**config.mk**
```make
export PLATFORM = sky130hd
export DESIGN_NAME = pipelined_adder_flat
export DESIGN_NICKNAME = d
export VERILOG_FILES = /design/src/rtl/pipelined_adder_if.sv /design/src/rtl/pipelined_adder.sv /design/src/flat_wrapper.sv
export SDC_FILE = /design/constraint.sdc
export NUM_CORES = 1
export LEC_CHECK = 0
export ABC_AREA = 1
export CORE_MARGIN = 2
export CORE_UTILIZATION = 60
export DETAILED_ROUTE_END_ITERATION = 6
export PLACE_DENSITY = 0.85
export SLEW_MARGIN = 20
export SYNTH_ARGS = -nofsm -noshare
export SYNTH_HDL_FRONTEND = slang
export SYNTH_SLANG_ARGS = --single-unit
export TNS_END_PERCENT = 20
```
**constraint.sdc**
```tcl
create_clock -name clk -period 3.4 [get_ports clk]
set_input_delay 0.34 -clock clk [delete_from_list [all_inputs] [get_ports clk]]
set_output_delay 0.34 -clock clk [all_outputs]
set_load 0.01 [all_outputs]
```
**src/rtl/pipelined_adder_if.sv**
```systemverilog
// Operand/result handshake bundle for the pipelined adder.
// The producer/consumer side uses the master modport, the adder uses slave.
interface pipelined_adder_if #(
    parameter int WIDTH = 32
);
    logic             in_valid;
    logic             in_ready;
    logic [WIDTH-1:0] a;
    logic [WIDTH-1:0] b;
    logic             cin;
    logic             sub;
    logic             out_valid;
    logic             out_ready;
    logic [WIDTH-1:0] sum;
    logic             cout;
    logic             overflow;
    logic             sum_msb;

    modport master (
        output in_valid, a, b, cin, sub, out_ready,
        input  in_ready, out_valid, sum, cout, overflow, sum_msb
    );

    modport slave (
        input  in_valid, a, b, cin, sub, out_ready,
        output in_ready, out_valid, sum, cout, overflow, sum_msb
    );
endinterface

```
**src/rtl/pipelined_adder.sv**
```systemverilog
// Pipelined two's-complement adder/subtractor.
// The carry chain is cut into STAGES slices of CHUNK bits; slice k adds its
// chunk with the carry registered by slice k-1. Unconsumed operand chunks and
// finished sum chunks travel along with each entry. A single global advance
// enable stalls the whole pipe (bubbles included) under backpressure.
module pipelined_adder #(
    parameter int WIDTH  = 32,
    parameter int STAGES = 4
) (
    input  logic             clk,
    input  logic             rst_n,
    pipelined_adder_if.slave bus
);
    localparam int CHUNK = WIDTH / STAGES;
    localparam int LAST  = STAGES - 1;

    generate
        if (STAGES < 1 || STAGES > WIDTH || (WIDTH % STAGES) != 0) begin : g_bad_cfg
            $error("pipelined_adder: STAGES must be 1..WIDTH and divide WIDTH");
        end
    endgenerate

    logic             vld_q [STAGES];
    logic [WIDTH-1:0] a_q   [STAGES];
    logic [WIDTH-1:0] b_q   [STAGES];
    logic [WIDTH-1:0] s_q   [STAGES];
    logic             c_q   [STAGES];

    logic             v_in  [STAGES];
    logic [WIDTH-1:0] a_in  [STAGES];
    logic [WIDTH-1:0] b_in  [STAGES];
    logic [WIDTH-1:0] s_in  [STAGES];
    logic             c_in  [STAGES];

    logic [CHUNK:0]   part_d [STAGES];
    logic [WIDTH-1:0] s_d    [STAGES];
    logic             c_d    [STAGES];

    logic adv;

    // Whole pipe moves only when the output slot is free or being drained.
    assign adv          = !vld_q[LAST] || bus.out_ready;
    assign bus.in_ready = adv;

    assign bus.out_valid = vld_q[LAST];
    assign bus.sum       = s_q[LAST];
    assign bus.cout      = c_q[LAST];
    assign bus.sum_msb   = s_q[LAST][WIDTH-1];
    assign bus.overflow  = (a_q[LAST][WIDTH-1] == b_q[LAST][WIDTH-1]) &&
                           (s_q[LAST][WIDTH-1] != a_q[LAST][WIDTH-1]);

    // Slice inputs: slice 0 takes the effective operands, later slices the previous register.
    always_comb begin
        v_in[0] = bus.in_valid;
        a_in[0] = bus.a;
        b_in[0] = bus.sub ? ~bus.b : bus.b;
        s_in[0] = '0;
        c_in[0] = bus.cin ^ bus.sub;
        for (int k = 1; k < STAGES; k++) begin
            v_in[k] = vld_q[k-1];
            a_in[k] = a_q[k-1];
            b_in[k] = b_q[k-1];
            s_in[k] = s_q[k-1];
            c_in[k] = c_q[k-1];
        end
    end

    // Per-slice CHUNK-bit add; the result chunk is spliced into the travelling sum.
    always_comb begin
        for (int k = 0; k < STAGES; k++) begin
            part_d[k] = {1'b0, a_in[k][k*CHUNK +: CHUNK]}
                      + {1'b0, b_in[k][k*CHUNK +: CHUNK]}
                      + {{CHUNK{1'b0}}, c_in[k]};
            s_d[k]                     = s_in[k];
            s_d[k][k*CHUNK +: CHUNK]   = part_d[k][CHUNK-1:0];
            c_d[k]                     = part_d[k][CHUNK];
        end
    end

    // Stage registers: valid bits follow the advance enable, data loads only for valid entries
    // so the output holds its last result across bubbles and stalls.
    always_ff @(posedge clk or negedge rst_n) begin
        if (!rst_n) begin
            for (int k = 0; k < STAGES; k++) begin
                vld_q[k] <= 1'b0;
                a_q[k]   <= '0;
                b_q[k]   <= '0;
                s_q[k]   <= '0;
                c_q[k]   <= 1'b0;
            end
        end else if (adv) begin
            for (int k = 0; k < STAGES; k++) begin
                vld_q[k] <= v_in[k];
                if (v_in[k]) begin
                    a_q[k] <= a_in[k];
                    b_q[k] <= b_in[k];
                    s_q[k] <= s_d[k];
                    c_q[k] <= c_d[k];
                end
            end
        end
    end
endmodule
```
**src/flat_wrapper.sv**
```systemverilog
// flat-port wrapper written by rule: the top's interface ports become plain ports
module pipelined_adder_flat 
#(
    parameter int WIDTH  = 32,
    parameter int STAGES = 4
)
  (clk, rst_n, bus_in_valid, bus_a, bus_b, bus_cin, bus_sub, bus_out_ready, bus_in_ready, bus_out_valid, bus_sum, bus_cout, bus_overflow, bus_sum_msb);
  pipelined_adder_if #(.WIDTH(WIDTH)) bus_i ();
  input  logic clk;
  input  logic rst_n;
  input wire logic [$bits(bus_i.in_valid)-1:0] bus_in_valid;
  input wire logic [$bits(bus_i.a)-1:0] bus_a;
  input wire logic [$bits(bus_i.b)-1:0] bus_b;
  input wire logic [$bits(bus_i.cin)-1:0] bus_cin;
  input wire logic [$bits(bus_i.sub)-1:0] bus_sub;
  input wire logic [$bits(bus_i.out_ready)-1:0] bus_out_ready;
  output wire logic [$bits(bus_i.in_ready)-1:0] bus_in_ready;
  output wire logic [$bits(bus_i.out_valid)-1:0] bus_out_valid;
  output wire logic [$bits(bus_i.sum)-1:0] bus_sum;
  output wire logic [$bits(bus_i.cout)-1:0] bus_cout;
  output wire logic [$bits(bus_i.overflow)-1:0] bus_overflow;
  output wire logic [$bits(bus_i.sum_msb)-1:0] bus_sum_msb;
  assign bus_i.in_valid = bus_in_valid;
  assign bus_i.a = bus_a;
  assign bus_i.b = bus_b;
  assign bus_i.cin = bus_cin;
  assign bus_i.sub = bus_sub;
  assign bus_i.out_ready = bus_out_ready;
  assign bus_in_ready = bus_i.in_ready;
  assign bus_out_valid = bus_i.out_valid;
  assign bus_sum = bus_i.sum;
  assign bus_cout = bus_i.cout;
  assign bus_overflow = bus_i.overflow;
  assign bus_sum_msb = bus_i.sum_msb;
  pipelined_adder #(.WIDTH(WIDTH), .STAGES(STAGES)) u_core (.clk(clk), .rst_n(rst_n), .bus(bus_i));
endmodule
```
==> qor.yml, run 1 <==
timing:
  max_freq_mhz: 470.7
  period_minus_slack_ns: 2.124
  finalClockSkew_ns: 0.01087
  hold_viol: 0
  rsz0062_at_grt: "false"
  slew_viol_final: 0
  timing.final.crit_share_pct: 62.48
  setup_viol: 0
  maxSlewHeadroom_pct: 34.67
  tns_ns: 0
  tightestPinTransition_ns: 0.9799
global_routing:
  antenna_found_initial: 0
  gr-total-overflow: 0
  first_global_vias: 6243
  grt_usage_pct: 23.51
  grt_pass1_wl_mm: 29.75
  grt_max_degree: 81
logic_synthesis:
  yosysTopAreaCellShare_pct: 52.64
  yosys.area.top_type: "dfrtp_1"
  synth_cell_types: 31
  postSynthCellCount: 1009
  synth_top_family_by_area: "simple AND/OR/NAND/NOR gates"
  yosysMostFrequentCell: "nand2_1"
  synthAdderAreaFrac_pct: 5.773
  synth_area_um2: 8842
  seq_area_frac_synth_pct: 52.64
  synth_area_per_cell_um2: 8.763
  synth-compound-area-share_pct: 7.514
  synth.ff_latch_count: 186
  synth_common_cells: "nand2_1 (399), dfrtp_1 (186), inv_1 (93), o21ai_0 (45), o21ai_1 (45)"
  synth_nets: 1115
  synthSimpleGateAreaFrac_pct: 23.25
  ys_warn_count: 0
  synth_edf_count: 0
  async_reset_ff_share_pct: 100.0
  synth-main-ff-cell: "dfrtp_1"
  muxShareOfSynthArea_pct: 0
  synthTopCellsByArea: "dfrtp_1 (53%), nand2_1 (17%), ha_1 (4.0%)"
  synth_xor_area_share_pct: 3.368
placed_design:
  dp_hpwl_mm: 11.70
  port_buffers: 106
  place_congestion: 0.9005
cts:
  cts_made_buffers: 17
  cts_root_buffer: "clkbuf_16"
  cts_sinks: 186
  cts.clk_slew.worst_paths_ns: 0.07
  h-tree-depth: 4
  clk_latency_ns: 0.44
  cts_tree: "built"
  clockBufferDepth: 2
  cts_setup_buffers: 0
floorplanning:
  rows: 44
  die_x_um: 125.4
  die_area_um2: 15720
  die_y_um: 125.4
  boundaryPins: 107
  start_util_pct: 61.07
  core_region_area_um2: 14480
detailed_routing:
  via_count: 6662
  drc: 0
  postRouteAntennaNets: 0
  wl_per_cell_um: 13.35
  wl_mm: 17.33
  dr.pass1.iters: 5
  drt-vias-per-instance: 5.133
  first_iter_violations: 583
flow_run:
  drv_cap: 0
power_and_ir_drop:
  sw_frac_of_total_pct: 36.79
  p_int_mw: 5.810
  p_clk_share_pct: 22.5
  vdd_ir_drop_max_uv: 445.2
  powerDensity_nw_per_um2: 872.2
  power_frac_seq_pct: 39.3
  p_leak_nw: 5.373
  p_sw_mw: 3.381
  combPwrFrac_pct: 38.2
  finalPower_mw: 9.191
setup_path:
  crit_family: "buffers and inverters"
  cp_max_fo: 5
  worst-endpoint-arrival_ns: 1.78
  crit_buf_inv: 3
  cp_common_cell: "clkdlybuf4s50_1"
  cp-start-kind: "input port"
  critPathKind: "in2out"
  crit_slowest_cell: "clkdlybuf4s50_1"
  worstPathRequired_ns: 3.06
  cpPeakStageDelay_ns: 0.50
  crit_chain: "clkdlybuf4s50_1 -> nor2_8 -> inv_1 -> clkdlybuf4s50_1"
  reg2reg_slack_ns: 1.41
  endpoint_kind: "output pin"
cells_and_area:
  drive_gt1_share_pct: 5.925
  diodes: 0
  fillers: 1032
  syn2layout_area_growth_pct: 19.17
  nNetsFinal: 1207
outcome:
  outcome: "completed"
min_path:
  hp-class: "in2reg"
-- through the flow --
stage | std cells | instance area [µm²] | utilization (%) | setup WS, ns | hold WS, ns
6_report | 1298 | 10540 | 72.78 | 1.276 | 0.4372
2_1_floorplan | 1009 | 8842 | - | 1.215 | 0.04441
3_5_place_dp | 1265 | 9894 | 68.34 | 1.012 | 0.4039
4_1_cts | 1298 | 10540 | 72.78 | 1.269 | 0.4285
5_1_grt | 1298 | 10540 | 72.78 | 1.192 | 0.4389
3_3_place_gp | 1265 | 9894 | 68.34 | 1.101 | 0.4060
-- routing by layer --
layer  global-route usage, %  share of wire, %  vias to the layer above
met5                       0                 0                        -
met4                   8.497               1.7                        0
met3                   4.964               4.9                       28
met2                   34.97                46                      186
met1                   34.65                48                     3121
li1                        -                 -                     3327
-- tightest hold or removal path: cells and delay by family --
family | cells | cell delay, ns
buffers and inverters | 1 | 0.39
and+or+nand+nor | 2 | 0.10
-- worst paths after layout --
path / from / endpoint / depth (start not counted)
setup / recovery: bus_out_ready / bus_in_ready / 4
hold / removal: bus_a[29] / u_core.a_in[93] / 3
setup reg to reg: u_core.c_in[0] / u_core.bus.sum[28] / 10
hold reg to reg: u_core.bus.sum[23] / u_core.bus.sum[23] / 2
max in group asynchronous: rst_n / u_core.b_in[86] / 3
min in group asynchronous: rst_n / u_core.a_in[74] / 2
-- power by group through the flow --
stage / registers (mW) / logic, mW / clock network [mW]
after detailed placement: 3.63 / 3.46 / 0
after CTS: 3.60 / 3.53 / 2.09
after floorplan: 3.58 / 2.48 / 0
after global routing: 3.71 / 4.01 / 2.19
final: 3.61 / 3.51 / 2.07
after global placement: 3.59 / 3.31 / 0
-- placed cells by master, fill, tap and decap left out, drive strengths merged --
cell type	Yosys	routed
dfrtp	186	186
fa	8	8
nor2	30	30
inv	97	98
xnor2	10	10
xor2	24	24
buf	36	8
clkbuf	4	23
or2	13	13
o21ai	100	100
nand3	38	38
ha	28	28
a21oi	14	14
clkinv	0	5
a21o	1	1
a31oi	3	3
nand2	399	399
and2	3	3
clkdlybuf4s50	0	104
dlygate4sd3	0	1
o21bai	4	4
nand3b	11	11
bufinv	0	3
-- cell type report --
| class | instances | area, µm² | area share, % |
|---|---|---|---|
| Sequential cell | 186 | 4654 | 44.17 |
| Multi-Input combinational cell | 686 | 3528 | 33.48 |
| Tap cell | 184 | 230.2 | 2.185 |
| Clock inverter | 9 | 135.1 | 1.282 |
| Timing Repair Buffer | 113 | 1125 | 10.67 |
| Clock buffer | 23 | 498.0 | 4.726 |
| Inverter | 97 | 366.6 | 3.479 |
-- repair_timing --
action	4_1_cts	5_1_grt
hold buffers	1	0
endpoints found under the hold margin	75	0
setup endpoints to repair	0	0
resized for setup	0	0
-- cell families after synthesis --
logic type      after synthesis
compound gates              122
buf+inv                     137
flops                       186
xor+xnor                     34
simple gates                494
fa+ha+maj                    36
-- flip-flops by register name, indices dropped and copies added (netlist names) --
| register | flops |
|---|---|
| u_core.c_in | 3 |
| u_core.bus.cout | 1 |
| u_core.b_q | 1 |
| u_core.bus.sum | 32 |
| u_core.a_q | 1 |
| u_core.a_in | 48 |
| u_core.bus.out_valid | 1 |
| u_core.b_in | 48 |
| u_core.s_d | 48 |
| u_core.v_in | 3 |
Power figures use the tool's default switching activity.
==> inputs of run 2 (changes only) <==
--- a/config.mk
+++ b/config.mk
@@ -7,9 +7,9 @@
 export LEC_CHECK = 0
 export ABC_AREA = 1
 export CORE_MARGIN = 2
-export CORE_UTILIZATION = 60
+export CORE_UTILIZATION = 51
 export DETAILED_ROUTE_END_ITERATION = 6
-export PLACE_DENSITY = 0.85
+export PLACE_DENSITY = 0.77
 export SLEW_MARGIN = 20
 export SYNTH_ARGS = -nofsm -noshare
 export SYNTH_HDL_FRONTEND = slang
==> constraint.sdc (replaced) <==
create_clock -name clk -period 1.8 [get_ports clk]
set_input_delay 0.18 -clock clk [delete_from_list [all_inputs] [get_ports clk]]
set_output_delay 0.18 -clock clk [all_outputs]
set_load 0.01 [all_outputs]
==> run 2 against run 1 <==
Effect of this change:
- the flow now finishes with violations (negative setup slack)
- cell area rose by 4.4%
- register-to-register slack got worse by 1.4 ns
- routed wire length rose by 2.1%
- die area rose by 17%
- via count rose by 0.21%
- final cell count rose by 5.6%
- clock-buffer cell count fell by 3
- critical path type is now reg2reg
- critical endpoint is now u_core.s_d[20]
==> qor.yml, run 2 (synthesis results as in run 1) <==
outcome:
  outcome: "complete, but fails checks"
  violations: "negative setup slack"
cells_and_area:
  final_cell_mix: "nand2_1 (392), dfrtp_1 (186), clkdlybuf4s50_1 (103), inv_1 (87)"
  design_area_um2: 11000  # +4.4%
  post-route-util_pct: 64.27  # -8.5 points
  syn2layout_area_growth_pct: 24.41
  drive_gt1_share_pct: 10.99  # +5.1 points
  diodes: 0  # unchanged
  nNetsFinal: 1239  # +2.7%
  final_common_cell: "nand2_1"
setup_path:
  r2r_end: "u_core.s_d[20]"
  crit_cells: 10  # +6
  endpoint: "u_core.s_d[20]"
  endpoint_kind: "flip-flop"
  reg2reg_slack_ns: -0.04  # -1.45 ns
  cp-start-kind: "flip-flop"
  rr_startpoint: "u_core.a_in[48]"
  cp_max_fo: 2  # -3
  critPathKind: "reg2reg"
  crit_chain: "fa_2 -> inv_2 -> fa_2 -> inv_2 -> nand2_2 -> nand2_2 -> and2_4 -> or2_1 -> nand3_1 -> nand2_1"
  crit_family: "adder cells"
  cpPeakStageDelay_ns: 0.41  # -0.09 ns
  reg2regPathDepth: 10  # unchanged
  crit_buf_inv: 2  # -1
  crit_slowest_cell: "dfrtp_1"
  worst-endpoint-arrival_ns: 2.16  # +0.38 ns
  crit_path_start: "u_core.a_in[48]"
  worstPathRequired_ns: 2.13  # -0.93 ns
global_routing:
  gr-total-overflow: 0  # unchanged
  grt_max_degree: 58  # -28%
  first_global_vias: 6480  # +3.8%
  antenna_found_initial: 0  # unchanged
  grt_pass1_wl_mm: 30.59  # +2.8%
  grt_usage_pct: 20.83  # -2.7 points
cts:
  cts_root_buffer: "clkbuf_16"
  cts_sinks: 186  # unchanged
  clockBufferDepth: 2  # unchanged
  h-tree-depth: 4  # unchanged
  cts_made_buffers: 17  # unchanged
  cts.clk_slew.worst_paths_ns: 0.07  # about the same
  cts_tree: "built"
  clk_latency_ns: 0.43  # about the same
min_path:
  hp-class: "in2async"
floorplanning:
  die_area_um2: 18410  # +17%
  boundaryPins: 107  # unchanged
  die_x_um: 135.7  # +8.2%
  die_y_um: 135.7  # +8.2%
  rows: 48  # +9.1%
  core_region_area_um2: 17120  # +18%
  start_util_pct: 51.66  # -9.4 points
power_and_ir_drop:
  sw_frac_of_total_pct: 36.54  # -0.24 points
  p_leak_nw: 5.551  # +3.3%
  finalPower_mw: 18.15  # +98%
  p_clk_share_pct: 22.0  # -0.5 points
  power_frac_seq_pct: 37.5  # -1.8 points
  p_sw_mw: 6.634  # +96%
  p_int_mw: 11.52  # +98%
  powerDensity_nw_per_um2: 1650  # +89%
  vdd_ir_drop_max_uv: 876.7  # +97%
  combPwrFrac_pct: 40.5  # +2.3 points
detailed_routing:
  drt-vias-per-instance: 4.869  # -5.1%
  drc: 0  # unchanged
  wl_mm: 17.70  # +2.1%
  postRouteAntennaNets: 0  # unchanged
  dr.pass1.iters: 5  # unchanged
  via_count: 6676  # +0.21%
  first_iter_violations: 439  # -25%
  wl_per_cell_um: 12.91  # -3.3%
placed_design:
  placed_area_um2: 10210  # +3.2%
  port_buffers: 106  # unchanged
  place_congestion: 0.8448  # -6.2%
  pre_cts_slack_ns: -0.4248  # -1.437 ns
  dp_hpwl_mm: 12.56  # +7.3%
timing:
  timing.final.crit_share_pct: 102.2
  finalClockSkew_ns: 0.008442  # -0.002427 ns
  setup_viol: 3  # +3
  hold_ws_ns: 0.2343  # -0.2030 ns
  slew_viol_final: 0  # unchanged
  max_freq_mhz: 543.8
  tightestPinTransition_ns: 0.3543  # -0.6256 ns
  hold_viol: 0  # unchanged
  setup_slack_ns: -0.03905  # -1.315 ns
  maxSlewHeadroom_pct: 76.38  # +42 points
  period_minus_slack_ns: 1.839
  rsz0062_at_grt: "true"
flow_run:
  drv_cap: 0  # unchanged
run 2: worst min-delay path by stage:
stage	from	to	slack, ns
floorplan	rst_n	u_core.a_in[24]	-0.12
CTS	rst_n	u_core.s_d[66]	0.21
global route	rst_n	u_core.s_d[66]	0.26
detailed placement	rst_n	u_core.s_d[66]	0.09
global placement	rst_n	u_core.s_d[66]	0.09
finish	rst_n	u_core.s_d[66]	0.23
run 2: metal layers:
layer  track usage [%]  share of wire, %  up-vias
met2             32.74                47      156
li1                  -                 -     3389
met1             29.97                48     3112
met4             5.613               1.1        0
met5                 0                 0        -
met3             3.816               3.9       19
run 2: area by class of cell:
type / instances / area [µm²]
fill: 1415 / 6116
sequential: 186 / 4654
multi-input combinational: 686 / 3606
timing repair buffer: 145 / 1451
clock buffer: 20 / 456.7
inverter: 97 / 366.6
tap: 225 / 281.5
clock inverter: 12 / 183.9
run 2: timing repair:
| action | CTS | global route |
|---|---|---|
| hold endpoints to repair | 73 | 0 |
| pin swaps | 4 | 15 |
| hold buffers | 1 | 0 |
| cloned | 0 | 0 |
| buffers inserted | 1 | 9 |
| endpoints found under the setup margin | 11 | 10 |
| resized for setup | 8 | 19 |
run 2: power groups by stage:
stage	registers, mW	logic (mW)	clock network, mW
2_1_floorplan	6.75	4.70	0
3_3_place_gp	6.79	6.70	0
3_5_place_dp	6.86	6.94	0
4_1_cts	6.82	7.10	4.06
5_1_grt	7.00	8.37	4.25
6_report	6.81	7.34	4.00
run 2: per-stage QoR:
| stage | TNS (ns) | instances |
|---|---|---|
| 3_5_place_dp | -2.077 | 1328 |
| 6_report | -0.07423 | 1371 |
| 5_1_grt | -0.7125 | 1371 |
| 2_1_floorplan | -0.06227 | 1009 |
| 3_3_place_gp | -1.359 | 1328 |
| 4_1_cts | -0.07180 | 1362 |
==> inputs of run 3 (changes only) <==
--- a/config.mk
+++ b/config.mk
@@ -6,10 +6,10 @@
 export NUM_CORES = 1
 export LEC_CHECK = 0
 export ABC_AREA = 1
-export CORE_MARGIN = 2
-export CORE_UTILIZATION = 51
+export CORE_MARGIN = 5
+export CORE_UTILIZATION = 56
 export DETAILED_ROUTE_END_ITERATION = 6
-export PLACE_DENSITY = 0.77
+export PLACE_DENSITY_LB_ADDON = 0.25
 export SLEW_MARGIN = 20
 export SYNTH_ARGS = -nofsm -noshare
 export SYNTH_HDL_FRONTEND = slang
==> constraint.sdc (replaced) <==
create_clock -name clk -period 1.93 [get_ports clk]
set_input_delay 0.193 -clock clk [delete_from_list [all_inputs] [get_ports clk]]
set_output_delay 0.193 -clock clk [all_outputs]
set_load 0.01 [all_outputs]
==> run 3 against run 2 <==
Effect of this change:
- the flow now finishes without violations
- utilization rose by 4.6 points
- sequential power fell by 6.3%
- critical path depth fell by 6
- total power fell by 8.6%
- cell area fell by 1.6%
- sequential share of layout area rose by 0.67 points
- register-to-register slack improved by 0.16 ns
- worst setup slack improved by 0.13 ns
- die area barely moved
- first-iteration DRC count fell by 8.4%
- flip-flop and latch count did not move
- combinational power fell by 13%
- largest power group is now sequential cells
- highest routed layer unchanged
==> qor.yml, run 3 (synthesis results as in run 1) <==
outcome:
  outcome: "completed"
timing:
  hold_viol: 0  # unchanged
  max_freq_mhz: 545.2
  hold_ws_ns: 0.3025  # +0.06823 ns
  period_minus_slack_ns: 1.834
  rsz0062_at_grt: "true"
  maxSlewHeadroom_pct: 64.80  # -12 points
  slew_viol_final: 0  # unchanged
  timing.final.crit_share_pct: 95.04
  tightestPinTransition_ns: 0.5281  # +0.1738 ns
  finalClockSkew_ns: 0.007883  # -0.0005594 ns
  setup_viol: 0  # -3
power_and_ir_drop:
  vdd_ir_drop_max_uv: 936.5  # +6.8%
  p_leak_nw: 5.502  # -0.89%
  finalPower_mw: 16.59  # -8.6%
  powerDensity_nw_per_um2: 1532  # -7.2%
cells_and_area:
  syn2layout_area_growth_pct: 22.46
  final_common_cell: "nand2_1"
  nNetsFinal: 1225  # -1.1%
  instances_no_fill: 1347  # -1.8%
  diodes: 0  # unchanged
  drive_gt1_share_pct: 7.869  # -3.1 points
  final_cell_mix: "nand2_1 (399), dfrtp_1 (186), clkdlybuf4s50_1 (102), inv_1 (93)"
  design_area_um2: 10830  # -1.6%
floorplanning:
  boundaryPins: 107  # unchanged
  die_area_um2: 18400  # about the same
  core_region_area_um2: 15710  # -8.2%
  rows: 46  # -4.2%
  start_util_pct: 56.27  # +4.6 points
  die_x_um: 135.7  # about the same
  die_y_um: 135.7  # about the same
setup_path:
  cp_common_cell: "inv_1"
  cp_max_fo: 2  # unchanged
  endpoint: "bus_in_ready"
  cp-start-kind: "flip-flop"
  rr_startpoint: "u_core.a_in[72]"
  crit_chain: "inv_1 -> nor2_8 -> inv_1 -> clkdlybuf4s50_1"
  cpPeakStageDelay_ns: 0.55  # +0.14 ns
  crit_slowest_cell: "clkdlybuf4s50_1"
  endpoint_kind: "output pin"
  worst-endpoint-arrival_ns: 1.64  # -0.52 ns
  worstPathRequired_ns: 1.74  # -0.39 ns
  reg2reg_slack_ns: 0.12  # +0.16 ns
  r2r_end: "u_core.s_d[46]"
  reg2regPathDepth: 9  # -1
  critPathKind: "reg2out"
  crit_path_start: "u_core.bus.out_valid"
global_routing:
  gr-total-overflow: 0  # unchanged
  grt_pass1_wl_mm: 30.07  # -1.7%
  grtUsageMet1_pct: 30.96  # +0.99 points
  grt_usage_pct: 20.45  # -0.38 points
  antenna_found_initial: 0  # unchanged
  gr-max-usage-layer: "met1"
  gr-usage-met3_pct: 3.826  # +0.010 points
  first_global_vias: 6258  # -3.4%
  grt_max_degree: 57  # -1.7%
  met2_usage_pct: 30.06  # -2.7 points
cts:
  clockBufferDepth: 2  # unchanged
  h-tree-depth: 4  # unchanged
  cts_made_buffers: 17  # unchanged
  clk_latency_ns: 0.43  # about the same
  cts.clk_slew.worst_paths_ns: 0.06  # about the same
  cts_root_buffer: "clkbuf_16"
  cts_sinks: 186  # unchanged
  cts_tree: "built"
detailed_routing:
  postRouteAntennaNets: 0  # unchanged
  drc: 0  # unchanged
  wl_per_cell_um: 13.03  # +0.96%
  first_iter_violations: 402  # -8.4%
  drt-vias-per-instance: 4.853  # -0.34%
  via_count: 6537  # -2.1%
  dr.pass1.iters: 5  # unchanged
  wl_mm: 17.55  # -0.81%
flow_run:
  drv_cap: 0  # unchanged
placed_design:
  dp_hpwl_mm: 12.58  # +0.16%
  port_buffers: 106  # unchanged
  placed_area_um2: 10120  # -0.87%
  place_congestion: 0.8480  # +0.38%
  numPlacedInstances: 1313  # -1.1%
min_path:
  hp-class: "in2reg"
==> run 3: changes by cell type in the layout (fill, tap and decap cells not counted), moves of 3 or more <==
cell	change
inv_6	-3
buf_4	-12
nand2_1	+7
inv_2	-6
clkbuf_8	+3
nand3_1	+3
nand2_2	-7
inv_1	+6
==> run 3: cell type report <==
cell class | instances | area (µm²)
Tap cell | 216 | 270.3
Sequential cell | 186 | 4654
Clock inverter | 7 | 160.2
Inverter | 97 | 366.6
Fill cell | 1226 | 4885
Clock buffer | 24 | 501.7
Multi-Input combinational cell | 686 | 3551
Timing Repair Buffer | 131 | 1324
==> run 3: worst max-delay path: cells and delay by family (launching register included) <==
kind          cells  cell delay (ns)
buf+inv           3             0.79
flops             1             0.37
simple gates      1             0.06
==> run 3: per-layer routing <==
metal	routed length [µm]	share of wire (%)	up-vias
met2	7571	43	150
met5	0	0	-
met1	8858	50	2997
li1	-	-	3367
met4	281	1.6	0
met3	843	4.8	23
==> run 3: worst min path at each step <==
stage	cells after the start	from	endpoint
after global routing	3	bus_a[25]	u_core.a_in[89]
after global placement	1	rst_n	u_core.bus.sum[3]
after floorplan	0	rst_n	u_core.a_in[24]
after detailed placement	1	rst_n	u_core.bus.sum[7]
after CTS	3	bus_a[25]	u_core.a_in[89]
final	3	bus_a[13]	u_core.a_in[77]
==> run 3: repair_timing <==
| action | in CTS | in global routing |
|---|---|---|
| hold buffers | 1 | 0 |
| gates cloned | 0 | 0 |
| endpoints found under the hold margin | 51 | 0 |
| pin swaps | 1 | 2 |
| gates resized for setup | 2 | 6 |
| endpoints found under the setup margin | 3 | 5 |
| setup buffers | 1 | 1 |
==> run 3: where the power goes <==
group          leakage, nW  internal, mW  switching [mW]  total [mW]
clock                0.326          2.46            1.37        3.84
combinational         2.85          2.74            3.63        6.37
sequential            2.32          5.48           0.897        6.38
total                 5.50          10.7            5.90        16.6
==> run 3: through the flow <==
stage | setup TNS [ns] | worst slack (ns) | utilization, %
detailed placement | -0.7895 | -0.2885 | 64.41
global placement | -0.5566 | -0.2124 | 64.41
CTS | 0 | 0.03829 | 68.74
finish | 0 | 0.09570 | 68.91
floorplan | 0 | 0.009888 | -
global route | -0.008548 | -0.006440 | 68.91
